**config.mk**
```make
export PLATFORM = sky130hd
export DESIGN_NAME = debug_input_flat
export DESIGN_NICKNAME = d
export VERILOG_FILES = /design/src/rtl/debug_input_if.sv /design/src/rtl/debug_input.sv /design/src/flat_wrapper.sv
export SDC_FILE = /design/constraint.sdc
export NUM_CORES = 1
export LEC_CHECK = 0
export CORE_MARGIN = 2
export CORE_UTILIZATION = 50
export DETAILED_ROUTE_END_ITERATION = 7
export HOLD_SLACK_MARGIN = 0.06
export PLACE_DENSITY = 0.67
export SETUP_SLACK_MARGIN = 0.05
export SKIP_CTS_REPAIR_TIMING = 1
export SYNTH_ARGS = -nofsm -noshare
export SYNTH_HDL_FRONTEND = slang
export SYNTH_SLANG_ARGS = --single-unit
```
**constraint.sdc**
```tcl
create_clock -name clk -period 8.4 [get_ports clk]
set_input_delay 1.68 -clock clk [delete_from_list [all_inputs] [get_ports clk]]
set_output_delay 1.68 -clock clk [all_outputs]
set_load 0.01 [all_outputs]
```
**src/rtl/debug_input_if.sv**
```systemverilog
// Board-side signal bundle of the debug input controller: raw switches/buttons in,
// conditioned levels, CPU advance pulse, browse address and cycle count out.
interface debug_input_if #(
   parameter int ADDR_W = 8
);
   logic [15:0]       sw_raw;
   logic              btn_step;
   logic              btn_mode;
   logic              btn_up;
   logic              btn_down;
   logic [15:0]       sw;
   logic              cpu_en;
   logic              run_mode;
   logic [ADDR_W-1:0] sel_addr;
   logic [31:0]       cycle_cnt;

   modport master (
      output sw_raw, btn_step, btn_mode, btn_up, btn_down,
      input  sw, cpu_en, run_mode, sel_addr, cycle_cnt
   );

   modport slave (
      input  sw_raw, btn_step, btn_mode, btn_up, btn_down,
      output sw, cpu_en, run_mode, sel_addr, cycle_cnt
   );
endinterface

```
**src/rtl/debug_input.sv**
```systemverilog
// Debug-board front end: sync + debounce of switches/buttons, step/run CPU enable,
// auto-repeating browse address and executed-cycle counter.
//
// state   | meaning
// ST_STEP | cpu_en only on a step press
// ST_RUN  | cpu_en every RUN_DIV clks, step presses ignored
module debug_input #(
   parameter int DEB_CYCLES = 1000000,
   parameter int RUN_DIV    = 50000000,
   parameter int REP_DELAY  = 50000000,
   parameter int REP_RATE   = 10000000,
   parameter int ADDR_W     = 8
) (
   input logic         clk,
   input logic         rst_n,
   debug_input_if.slave io
);

   localparam int NIN = 20;
   localparam int DW  = $clog2(DEB_CYCLES + 1);
   localparam int RW  = $clog2(RUN_DIV);
   localparam int PW  = $clog2(REP_DELAY + 1);

   localparam logic [DW-1:0] DEB_LAST   = DW'(DEB_CYCLES - 1);
   localparam logic [RW-1:0] DIV_LAST   = RW'(RUN_DIV - 1);
   localparam logic [PW-1:0] REP_FIRE   = PW'(REP_DELAY);
   localparam logic [PW-1:0] REP_RELOAD = PW'(REP_DELAY - REP_RATE + 1);

   typedef enum logic {ST_STEP, ST_RUN} mode_e;

   // bit map: [15:0] switches, 16 step, 17 mode, 18 up, 19 down
   logic [NIN-1:0] raw;
   logic [NIN-1:0] sync1_q, sync2_q;
   logic [NIN-1:0] lvl_q, lvl_d;
   logic [DW-1:0]  deb_cnt_q [NIN];
   logic [DW-1:0]  deb_cnt_d [NIN];
   logic [3:0]     btn_prev_q;
   logic [3:0]     btn_press;

   mode_e          state_q, state_d;
   logic [RW-1:0]  div_q, div_d;
   logic           cpu_en_q, cpu_en_d;
   logic [31:0]    cycle_cnt_q;

   logic [PW-1:0]     rep_q, rep_d;
   logic              rep_fire;
   logic              one_held;
   logic              addr_inc, addr_dec;
   logic [ADDR_W-1:0] sel_q, sel_d;

   assign raw = {io.btn_down, io.btn_up, io.btn_mode, io.btn_step, io.sw_raw};

   always_comb begin
      lvl_d = lvl_q;
      for (int i = 0; i < NIN; i++) begin
         deb_cnt_d[i] = '0;
         if (sync2_q[i] != lvl_q[i]) begin
            if (deb_cnt_q[i] == DEB_LAST) lvl_d[i] = ~lvl_q[i];
            else                          deb_cnt_d[i] = deb_cnt_q[i] + DW'(1);
         end
      end
   end

   assign btn_press = lvl_q[19:16] & ~btn_prev_q;

   always_comb begin
      state_d  = state_q;
      div_d    = div_q;
      cpu_en_d = 1'b0;
      case (state_q)
         ST_STEP: begin
            if (btn_press[1]) begin
               state_d = ST_RUN;
               div_d   = '0;
            end else begin
               cpu_en_d = btn_press[0];
            end
         end
         ST_RUN: begin
            // a mode press beats a pulse that would land on the same edge
            if (btn_press[1]) begin
               state_d = ST_STEP;
               div_d   = '0;
            end else if (div_q == DIV_LAST) begin
               cpu_en_d = 1'b1;
               div_d    = '0;
            end else begin
               div_d = div_q + RW'(1);
            end
         end
         default: state_d = ST_STEP;
      endcase
   end

   assign one_held = lvl_q[18] ^ lvl_q[19];

   always_comb begin
      rep_d    = '0;
      rep_fire = 1'b0;
      if (one_held) begin
         if (rep_q == REP_FIRE) begin
            rep_fire = 1'b1;
            rep_d    = REP_RELOAD;
         end else begin
            rep_d = rep_q + PW'(1);
         end
      end
   end

   assign addr_inc = btn_press[2] | (rep_fire & lvl_q[18]);
   assign addr_dec = btn_press[3] | (rep_fire & lvl_q[19]);

   always_comb begin
      sel_d = sel_q;
      if (addr_inc && !addr_dec)      sel_d = sel_q + ADDR_W'(1);
      else if (addr_dec && !addr_inc) sel_d = sel_q - ADDR_W'(1);
   end

   always_ff @(posedge clk or negedge rst_n) begin
      if (!rst_n) begin
         sync1_q    <= '0;
         sync2_q    <= '0;
         lvl_q      <= '0;
         btn_prev_q <= '0;
         for (int i = 0; i < NIN; i++) deb_cnt_q[i] <= '0;
      end else begin
         sync1_q    <= raw;
         sync2_q    <= sync1_q;
         lvl_q      <= lvl_d;
         btn_prev_q <= lvl_q[19:16];
         for (int i = 0; i < NIN; i++) deb_cnt_q[i] <= deb_cnt_d[i];
      end
   end

   always_ff @(posedge clk or negedge rst_n) begin
      if (!rst_n) begin
         state_q     <= ST_STEP;
         div_q       <= '0;
         cpu_en_q    <= 1'b0;
         cycle_cnt_q <= '0;
         rep_q       <= '0;
         sel_q       <= '0;
      end else begin
         state_q     <= state_d;
         div_q       <= div_d;
         cpu_en_q    <= cpu_en_d;
         cycle_cnt_q <= cycle_cnt_q + {31'd0, cpu_en_d};
         rep_q       <= rep_d;
         sel_q       <= sel_d;
      end
   end

   assign io.sw        = lvl_q[15:0];
   assign io.cpu_en    = cpu_en_q;
   assign io.run_mode  = (state_q == ST_RUN);
   assign io.sel_addr  = sel_q;
   assign io.cycle_cnt = cycle_cnt_q;

endmodule

```
**src/flat_wrapper.sv**
```systemverilog
// flat-port wrapper written by rule: the top's interface ports become plain ports
module debug_input_flat 
#(
   parameter int DEB_CYCLES = 1000000,
   parameter int RUN_DIV    = 50000000,
   parameter int REP_DELAY  = 50000000,
   parameter int REP_RATE   = 10000000,
   parameter int ADDR_W     = 8
)
  (clk, rst_n, io_sw_raw, io_btn_step, io_btn_mode, io_btn_up, io_btn_down, io_sw, io_cpu_en, io_run_mode, io_sel_addr, io_cycle_cnt);
  debug_input_if #(.ADDR_W(ADDR_W)) io_i ();
  input logic clk;
  input logic rst_n;
  input wire logic [$bits(io_i.sw_raw)-1:0] io_sw_raw;
  input wire logic [$bits(io_i.btn_step)-1:0] io_btn_step;
  input wire logic [$bits(io_i.btn_mode)-1:0] io_btn_mode;
  input wire logic [$bits(io_i.btn_up)-1:0] io_btn_up;
  input wire logic [$bits(io_i.btn_down)-1:0] io_btn_down;
  output wire logic [$bits(io_i.sw)-1:0] io_sw;
  output wire logic [$bits(io_i.cpu_en)-1:0] io_cpu_en;
  output wire logic [$bits(io_i.run_mode)-1:0] io_run_mode;
  output wire logic [$bits(io_i.sel_addr)-1:0] io_sel_addr;
  output wire logic [$bits(io_i.cycle_cnt)-1:0] io_cycle_cnt;
  assign io_i.sw_raw = io_sw_raw;
  assign io_i.btn_step = io_btn_step;
  assign io_i.btn_mode = io_btn_mode;
  assign io_i.btn_up = io_btn_up;
  assign io_i.btn_down = io_btn_down;
  assign io_sw = io_i.sw;
  assign io_cpu_en = io_i.cpu_en;
  assign io_run_mode = io_i.run_mode;
  assign io_sel_addr = io_i.sel_addr;
  assign io_cycle_cnt = io_i.cycle_cnt;
  debug_input #(.DEB_CYCLES(DEB_CYCLES), .RUN_DIV(RUN_DIV), .REP_DELAY(REP_DELAY), .REP_RATE(REP_RATE), .ADDR_W(ADDR_W)) u_core (.clk(clk), .rst_n(rst_n), .io(io_i));
endmodule
```
==> results.toml <==
[run_status]
outcome = "finished clean"

[placed_design]
dp_hpwl_microns = 30600
dpl.cell_count = 3247
routabilityCongestion = 0.806
io_buffers = 79
place_ws_ns = 4.28
placed_area_sq_um = 27300

[synth]
ys_seq_area_frac = 0.538
muxShareOfSynthArea = 0.00950
ys_ff_latch = 558
synth.distinct_cells = 51
synth_top_area_share = 0.538
synth.cell_area_sq_um = 25900
synth_xor_area_frac = 0.152
synth-adder-area-share = 0.0167
syn_nets = 2606
yosys_warnings = 0
syn_area_per_cell_sq_um = 10.2
synth_top_family_by_area = "simple AND/OR/NAND/NOR gates"
synth_edf_count = 0
synth_area_leaders = "dfrtp_1 54%, xor2_1 8.3%, nor2_1 7.4%"
synthSimpleGateAreaFrac = 0.250
async_reset_ff_frac = 1.00
synth_ff_type = "dfrtp_1"
synth_compound_area_frac = 0.0119
synth_top_cell_by_area = "dfrtp_1"
synth_cells = 2550

[detailed_routing]
wl_microns = 46900
wl_per_cell_microns = 14.0
drc = 0
wl_met3_microns = 1450
drtIter0Drc = 1171
wl_met2_microns = 22100
top_layer = "met4"
vias = 17794
m1WireLength_microns = 22500
ant_nets = 0
via_per_inst = 5.30
firstDrtPassIters = 7

[sta]
period_needed_ns = 4.22
rsz0062_at_grt = "false"
tightest_slew_ns = 1.11
setup_slack_ns = 4.18
skew_ns = 0.0219
hold_ws_ns = 0.346
hold_viol = 0
slew_headroom = 0.253
setup-tns-final_ns = 0
setup_violations = 0
post-route-period-util = 0.502
maxClockFrequency_ghz = 0.237
drv_slew = 0

[clocking]
clkTransAtPathRegs_ns = 0.06
cts_root_buf = "clkbuf_16"
cts_max_level = 2
numCtsBuffers = 60
clk_latency_ns = 0.62
clock-sinks = 558
ctsLongestPathBuffers = 3
cts_tree = "built"

[finish]
fin_util = 0.574
fin_cells = 3356
area_delta_synth_final_pct = 13.5
regArea_sq_um = 14000
final_common_cell = "dfrtp_1"
nFillCells = 4377
diodes = 0
final_cell_mix = "558 x dfrtp_1, 509 x nor2_1, 245 x xor2_1"
layout-drive-gt1-share = 0.0609
final_area_sq_um = 29400
multiInputGateArea_sq_um = 11400
finalNetCount = 2685

[job]
drv_cap = 0

[floorplan]
die_area_sq_um = 53700
die_y_microns = 232
ios = 80
floorplan.initialDensity = 0.506
rows = 83
die_w_microns = 232
coreArea_sq_um = 51300

[power_and_ir_drop]
powerDensity_nw_per_um2 = 194
ir_drop_v = 0.000146
finalPower_mw = 5.71
leakagePower_nw = 12.6

[global_route]
grt_max_degree = 158
gr-total-overflow = 0
antenna_found_initial = 0
grt_pass1_wl_microns = 83000
grt_pass1_vias = 17912
track_usage = 0.180

[critical_path]
worstPathRequired_ns = 8.90
cp.arrival_ns = 4.72
worst_setup_path_end_kind = "flip-flop"
startpoint_type = "flip-flop"
crit_path_max_fanout = 9
worst-setup-path-type = "reg -> reg"

[min_path]
min_path_type = "reg -> reg"
[cell usage after synthesis (all sizes together) (17+ instances only)]
cell / number
and3: 78
and4: 43
buf: 42
clkbuf: 26
dfrtp: 558
ha: 33
inv: 57
mux2: 21
nand2: 166
nand3: 182
nand4: 100
nor2: 510
nor3: 57
nor4: 56
nor4b: 21
o21ai: 17
or2: 22
xnor2: 206
xor2: 245
[routing by layer]
layer,vias up,GRT usage
met5,-,0
met4,0,0.0529
met3,58,0.0280
met2,186,0.299
met1,8787,0.246
li1,8763,-
[final cells by class]
class,instances,share of cell area
clock buffers,81,0.0585
flip-flops and latches,558,0.474
multi-input cells,1867,0.388
repair buffers,85,0.0294
clock inverters,28,0.0140
inverters,57,0.00727
well taps,680,0.0289
[path summary, 6_finish.rpt]
kind                                              from                                 to  slack (ns)  cells past startpoint
max in group asynchronous                        rst_n    u_core.deb_cnt_q[232]$_DFF_PN0_        5.73                      2
setup reg to reg            u_core.rep_q[11]$_DFF_PN0_  u_core.io.sel_addr[7]$_DFFE_PN0P_        4.18                     13
min in group asynchronous                        rst_n  u_core.io.cycle_cnt[30]$_DFF_PN0_        1.13                      1
setup / recovery            u_core.rep_q[11]$_DFF_PN0_  u_core.io.sel_addr[7]$_DFFE_PN0P_        4.18                     13
hold reg to reg            u_core.sync1_q[4]$_DFF_PN0_        u_core.sync2_q[4]$_DFF_PN0_        0.35                      0
hold / removal             u_core.sync1_q[4]$_DFF_PN0_        u_core.sync2_q[4]$_DFF_PN0_        0.35                      0
[sequential cells by signal, summed over array words and instances, names as in the netlist]
name and cells:
u_core.rep_q 26, u_core.io.cycle_cnt 32, u_core.div_q 26, u_core.btn_prev_q 4, u_core.io.cpu_en 1, u_core.io.run_mode 1, u_core.sync1_q 20, u_core.sync2_q 20
u_core.deb_cnt_q 400, u_core.lvl_q 20, u_core.io.sel_addr 8
[worst max-delay path: stages, from the launching register on]
cell,delay (ns)
dfrtp_1,0.43
nor4_1,0.36
nand3_1,0.11
or4_1,0.69
o21ai_0,0.22
nand2_1,0.07
ha_1,0.21
inv_1,0.26
ha_1,0.31
a211oi_1,0.24
o21ai_0,0.13
a31o_2,0.27
or4b_2,0.60
and3_1,0.18
[logic make-up (layout without fill, tap and decap cells)]
family                   count (synthesis)  in the layout
AO/OA/AOI/OAI                           53             53
XOR/XNOR                               451            451
adder cells (fa/ha/maj)                 34             34
buffers and inverters                  125            251
flip-flops                             558            558
multiplexers                            22             22
AND/OR/NAND/NOR                       1307           1307
[power by group]
group / internal [mW] / leakage (nW) / switching, mW
Combinational: 0.0400 / 3.90 / 0.105
Clock: 1.74 / 1.05 / 1.08
Sequential: 2.72 / 7.66 / 0.0294
Total: 4.50 / 12.6 / 1.21
Note: power is estimated with default switching activity, not from simulation.
